$ cat src/rtl/uart_receiver.sv
// 8-bit UART receiver with a one-byte output buffer, error flags and sticky overrun.
// Define UART_RX_PARITY_EN to expect an even-parity bit between data and stop.
module uart_receiver #(
  parameter int unsigned CLK_DIV = 4
) (
  input  logic       clk,
  input  logic       nreset,
  input  logic       rx,
  output logic       out_valid,
  input  logic       out_ready,
  output logic [7:0] out_data,
  output logic       parity_error,
  output logic       framing_error,
  output logic       overrun
);

  localparam logic [2:0] IDLE      = 3'd0;
  localparam logic [2:0] START     = 3'd1;
  localparam logic [2:0] DATA      = 3'd2;
`ifdef UART_RX_PARITY_EN
  localparam logic [2:0] PARITY    = 3'd3;
`endif
  localparam logic [2:0] STOP      = 3'd4;
  localparam logic [2:0] WAIT_HIGH = 3'd5;

  localparam logic [15:0] HALF_BIT = 16'(CLK_DIV / 2 - 1);
  localparam logic [15:0] FULL_BIT = 16'(CLK_DIV - 1);

  logic        sync1_q, sync2_q;
  logic [2:0]  state_q, state_d;
  logic [15:0] tick_q, tick_d;
  logic [2:0]  bit_cnt_q, bit_cnt_d;
  logic [7:0]  shift_q, shift_d;
  logic        frame_done, expired, handshake, accept_new;
  logic        valid_q, valid_d, ferr_q, ferr_d, ovr_q, ovr_d;
  logic [7:0]  data_q, data_d;
  logic        rx_sync;

`ifdef UART_RX_PARITY_EN
  logic par_q, par_d, perr_q, perr_d;
`endif

  assign rx_sync = sync2_q;
  assign expired = (tick_q == 16'd0);

  always_comb begin
    state_d    = state_q;
    tick_d     = tick_q;
    bit_cnt_d  = bit_cnt_q;
    shift_d    = shift_q;
    frame_done = 1'b0;
`ifdef UART_RX_PARITY_EN
    par_d      = par_q;
`endif
    case (state_q)
      IDLE: begin
        if (!rx_sync) begin
          state_d = START;
          tick_d  = HALF_BIT;
        end
      end
      START: begin
        if (!expired) begin
          tick_d = tick_q - 16'd1;
        end else if (rx_sync) begin
          state_d = IDLE;  // start bit did not survive to mid-bit: glitch
        end else begin
          state_d   = DATA;
          bit_cnt_d = 3'd0;
          tick_d    = FULL_BIT;
        end
      end
      DATA: begin
        if (!expired) begin
          tick_d = tick_q - 16'd1;
        end else begin
          shift_d[bit_cnt_q] = rx_sync;
          tick_d             = FULL_BIT;
          bit_cnt_d          = bit_cnt_q + 3'd1;
          if (bit_cnt_q == 3'd7) begin
`ifdef UART_RX_PARITY_EN
            state_d = PARITY;
`else
            state_d = STOP;
`endif
          end
        end
      end
`ifdef UART_RX_PARITY_EN
      PARITY: begin
        if (!expired) begin
          tick_d = tick_q - 16'd1;
        end else begin
          par_d   = rx_sync;
          tick_d  = FULL_BIT;
          state_d = STOP;
        end
      end
`endif
      STOP: begin
        if (!expired) begin
          tick_d = tick_q - 16'd1;
        end else begin
          frame_done = 1'b1;
          state_d    = rx_sync ? IDLE : WAIT_HIGH;
        end
      end
      WAIT_HIGH: begin
        if (rx_sync) state_d = IDLE;
      end
      default: state_d = IDLE;
    endcase
  end

  // A finished frame is kept only if the buffer is empty or being drained this cycle.
  assign handshake  = valid_q & out_ready;
  assign accept_new = frame_done & (~valid_q | handshake);

  always_comb begin
    valid_d = valid_q;
    data_d  = data_q;
    ferr_d  = ferr_q;
    ovr_d   = ovr_q;
`ifdef UART_RX_PARITY_EN
    perr_d  = perr_q;
`endif
    if (accept_new) begin
      valid_d = 1'b1;
      data_d  = shift_q;
      ferr_d  = ~rx_sync;
`ifdef UART_RX_PARITY_EN
      perr_d  = (^shift_q) ^ par_q;
`endif
    end else if (handshake) begin
      valid_d = 1'b0;
    end
    if (frame_done && valid_q && !handshake) begin
      ovr_d = 1'b1;
    end else if (handshake) begin
      ovr_d = 1'b0;
    end
  end

  always_ff @(posedge clk) begin
    if (!nreset) begin
      sync1_q   <= 1'b1;
      sync2_q   <= 1'b1;
      state_q   <= IDLE;
      tick_q    <= 16'd0;
      bit_cnt_q <= 3'd0;
      shift_q   <= 8'd0;
      valid_q   <= 1'b0;
      data_q    <= 8'd0;
      ferr_q    <= 1'b0;
      ovr_q     <= 1'b0;
`ifdef UART_RX_PARITY_EN
      par_q     <= 1'b0;
      perr_q    <= 1'b0;
`endif
    end else begin
      sync1_q   <= rx;
      sync2_q   <= sync1_q;
      state_q   <= state_d;
      tick_q    <= tick_d;
      bit_cnt_q <= bit_cnt_d;
      shift_q   <= shift_d;
      valid_q   <= valid_d;
      data_q    <= data_d;
      ferr_q    <= ferr_d;
      ovr_q     <= ovr_d;
`ifdef UART_RX_PARITY_EN
      par_q     <= par_d;
      perr_q    <= perr_d;
`endif
    end
  end

  assign out_valid     = valid_q;
  assign out_data      = data_q;
  assign framing_error = ferr_q;
  assign overrun       = ovr_q;
`ifdef UART_RX_PARITY_EN
  assign parity_error  = perr_q;
`else
  assign parity_error  = 1'b0;
`endif

endmodule

$ cat config.mk
export PLATFORM = sky130hd
export DESIGN_NAME = uart_receiver
export DESIGN_NICKNAME = d
export VERILOG_FILES = /design/src/rtl/uart_receiver.sv
export SDC_FILE = /design/constraint.sdc
export NUM_CORES = 1
export LEC_CHECK = 0
export CORE_MARGIN = 3
export CORE_UTILIZATION = 57
export CTS_CLUSTER_SIZE = 28
export DETAILED_ROUTE_END_ITERATION = 8
export GPL_ROUTABILITY_DRIVEN = 0
export PLACE_DENSITY_LB_ADDON = 0.15
export SYNTH_ARGS = -nofsm -noshare
export SYNTH_HDL_FRONTEND = slang
export SYNTH_SLANG_ARGS = --single-unit
$ cat constraint.sdc
create_clock -name clk -period 3.2 [get_ports clk]
set_input_delay 0.64 -clock clk [delete_from_list [all_inputs] [get_ports clk]]
set_output_delay 0.64 -clock clk [all_outputs]
set_load 0.03 [all_outputs]
==> results.py <==
metrics = {
    "run_status": {
        "status": "finished, final reports clean",
    },
    "timing": {
        "setup_ws_ps": 547.5,
        "rsz0062_at_grt": "false",
        "final_hold_viol_count": 0,
        "tightest_slew_ps": 746.4,
        "finalMaxSlewViolations": 0,
        "finClkSkew_ps": 17.42,
        "fin_setup_tns_ps": 0,
        "relSlewSlack_pct": 50.24,
        "setup_viol": 0,
        "period_minus_slack_ps": 2652,
        "fmax_mhz": 377.0,
        "min_period_over_period_pct": 82.89,
    },
    "cts": {
        "cts_resized": 0,
        "cts_tree": "yes",
        "cts_num_sinks": 43,
        "cts_root_buffer": "clkbuf_4",
        "h-tree-depth": 2,
        "cts_hold_buf": 0,
        "clk_pin_slew_ps": 130,
        "clk_latency_ps": 350,
        "clockBufferDepth": 2,
        "cts_setup_buffers": 0,
        "cts_made_buffers": 5,
    },
    "final_layout": {
        "fin_util_pct": 67.11,
        "multi_input_area_um2": 1096,
        "n_fill_cell": 304,
        "final_cell_mix": "dfxtp_1 (43), nor2_1 (33), nand2_1 (17), o21ai_0 (17), clkdlybuf4s50_1 (14)",
        "fin_area_um2": 2292,
        "antenna_cells": 0,
        "area_growth_pct": 11.17,
        "fin_cells": 299,
        "regArea_um2": 860.8,
        "mostFrequentLayoutCell": "dfxtp_1",
        "nNetsFinal": 259,
        "drive_gt1_share_pct": 7.510,
    },
    "power": {
        "swShare_pct": 33.44,
        "leakage_nw": 0.8122,
        "p_int_mw": 0.8859,
        "p_sw_mw": 0.4450,
        "seqPwrFrac_pct": 45.6,
        "ir_drop_uv": 298.8,
        "clock_power_share_pct": 25.6,
        "cellPowerDensity_nw_per_um2": 580.6,
        "comb_power_share_pct": 28.8,
    },
    "logic_synthesis": {
        "syn_inst": 242,
        "async_reset_ff_share_pct": 0,
        "synth-seq-cells": 43,
        "synth_ff_type": "dfxtp_1",
        "yosysUniqueCellTypes": 48,
        "ys_seq_area_share_pct": 41.75,
        "synth-edff-count": 0,
        "yosysWarnings": 0,
        "avgSynthCellArea_um2": 8.521,
        "synth_area_um2": 2062,
        "synth_nets": 249,
    },
    "route": {
        "drtIter0Drc": 103,
        "wl_per_cell_um": 12.62,
        "ant_nets": 0,
        "dr.pass1.iters": 4,
        "drt-total-wl_mm": 3.773,
        "drc": 0,
        "viasPerCell": 5.472,
        "vias": 1636,
    },
    "critical_path": {
        "max_stage_delay_ps": 460,
        "worstPathRequired_ps": 3490,
        "critPathSlowestCell": "nand4_1",
        "rrSetupSlack_ps": 550,
        "path_common_cell": "nor3b_1",
        "arrival_ps": 2940,
        "crit_type": "flip-flop to flip-flop",
        "cp_cell_sequence": "inv_1 > ha_1 > nor3b_1 > nand4_1 > nor3_1 > nand2_1 > nor3b_1 > mux2i_1",
        "reg2reg_depth": 8,
        "crit_path_max_fanout": 11,
        "r2r_start": "tick_q[0]",
        "end_kind": "flip-flop",
        "crit_path_start_kind": "flip-flop",
        "cp-endpoint": "shift_q[5]",
        "crit_start": "tick_q[0]",
        "r2r_end": "shift_q[5]",
    },
    "flow_run": {
        "drv_cap": 0,
    },
    "grt": {
        "grt_pass1_wl_mm": 6.872,
        "grt_start_max_net_pins": 16,
        "grt_pass1_vias": 1473,
        "antenna_found_initial": 0,
        "track_usage_pct": 20.01,
        "grt-ovfl-total": 0,
    },
    "hold_path": {
        "hold_path.class": "flip-flop to flip-flop",
        "whs_path_depth": 1,
        "hold_start": "sync1_q",
    },
    "die": {
        "initial_core_util_pct": 60.37,
        "die_w_um": 66.15,
        "die_h_um": 66.15,
        "fp.dieArea_um2": 4375,
        "ios": 16,
        "core-area_um2": 3416,
        "fp-row-count": 21,
    },
    "place": {
        "numPortBuffers": 14,
        "pre_cts_slack_ps": 610.9,
        "placed_area_um2": 2211,
        "dp.cells": 291,
        "hpwl_mm": 2.694,
    },
}
## synth_stat cells, types with 3 or more instances
library cell  number  area share [%]
nand3_1            6             1.5
inv_1              6             1.1
ha_1               3             1.8
nor3b_1            3             1.1
and2_1             4             1.2
o31ai_1            3             1.1
o22ai_1            3            0.91
nor2b_1            5             1.5
a21oi_1            8             1.9
mux2i_1           12             5.8
nand2_1           17             3.1
o211ai_1           5             1.8
and3_1             3            0.91
nand2b_1           3            0.91
dfxtp_1           43              42
nor3_1             6             1.5
xor2_1            10             4.2
or4_1              3             1.1
nor2_1            33             6.0
nor4_1             6             1.8
clkbuf_1          11             2.0
o21ai_0           17             4.1
## how the worst min path moves through the flow
stage / end / slack, ps
2_1_floorplan: rx_sync / 390
3_3_place_gp: rx_sync / 390
3_5_place_dp: rx_sync / 400
4_1_cts: rx_sync / 430
5_1_grt: rx_sync / 450
6_report: rx_sync / 430
## power by group through the flow
stage | combinational (mW) | clock [mW] | sequential, mW
6_report | 0.384 | 0.340 | 0.607
5_1_grt | 0.442 | 0.377 | 0.614
4_1_cts | 0.381 | 0.350 | 0.607
3_5_place_dp | 0.377 | 0 | 0.618
3_3_place_gp | 0.371 | 0 | 0.617
2_1_floorplan | 0.322 | 0 | 0.607
## per-stage QoR
step | hold slack [ps] | total power [mW]
6_report | 427.6 | 1.331
3_5_place_dp | 396.8 | 0.9954
3_3_place_gp | 393.7 | 0.9885
2_1_floorplan | 386.3 | 0.9286
4_1_cts | 433.6 | 1.338
5_1_grt | 447.7 | 1.433
## per-layer routing
layer / global-route usage (%) / routed length [um] / part of all wire (%)
met5: 0 / 0 / 0
met4: 6.853 / 40 / 1.1
met3: 4.082 / 125 / 3.3
met2: 28.50 / 1529 / 41
met1: 29.64 / 2077 / 55
## kinds of logic (layout without fill, tap and decap cells)
| group | count (synthesis) | after routing | synth area share, % |
|---|---|---|---|
| simple gates | 100 | 100 | 24.88 |
| compound gates | 50 | 50 | 15.78 |
| flops | 43 | 43 | 41.75 |
| buf+inv | 22 | 33 | 5.097 |
| mux | 12 | 12 | 5.825 |
| xor+xnor | 11 | 11 | 4.672 |
| fa+ha+maj | 3 | 3 | 1.821 |
| other cells | 1 | 1 | 0.1819 |
## layout make-up
type	count	area share, %
clock inverter	3	1.910
inverter	7	1.146
tap	46	2.511
sequential	43	37.55
multi-input combinational	177	47.82
clock buffer	5	1.638
timing repair buffer	18	7.424
## registers in the layout, indices dropped and copies added, names as in the netlist
| signal | count |
|---|---|
| shift_q | 8 |
| out_valid | 1 |
| tick_q | 16 |
| sync1_q | 1 |
| out_data | 8 |
| rx_sync | 1 |
| overrun | 1 |
| bit_cnt_q | 3 |
| framing_error | 1 |
| state_q | 3 |
## worst max-delay path, delay by kind of cell, from the launching register on
| kind | cells | cell delay, ps |
|---|---|---|
| AND/OR/NAND/NOR | 5 | 1720 |
| flip-flops | 1 | 330 |
| adder cells (fa/ha/maj) | 1 | 230 |
| multiplexers | 1 | 210 |
| buffers and inverters | 1 | 90 |
(Power assumes the default switching activity.)
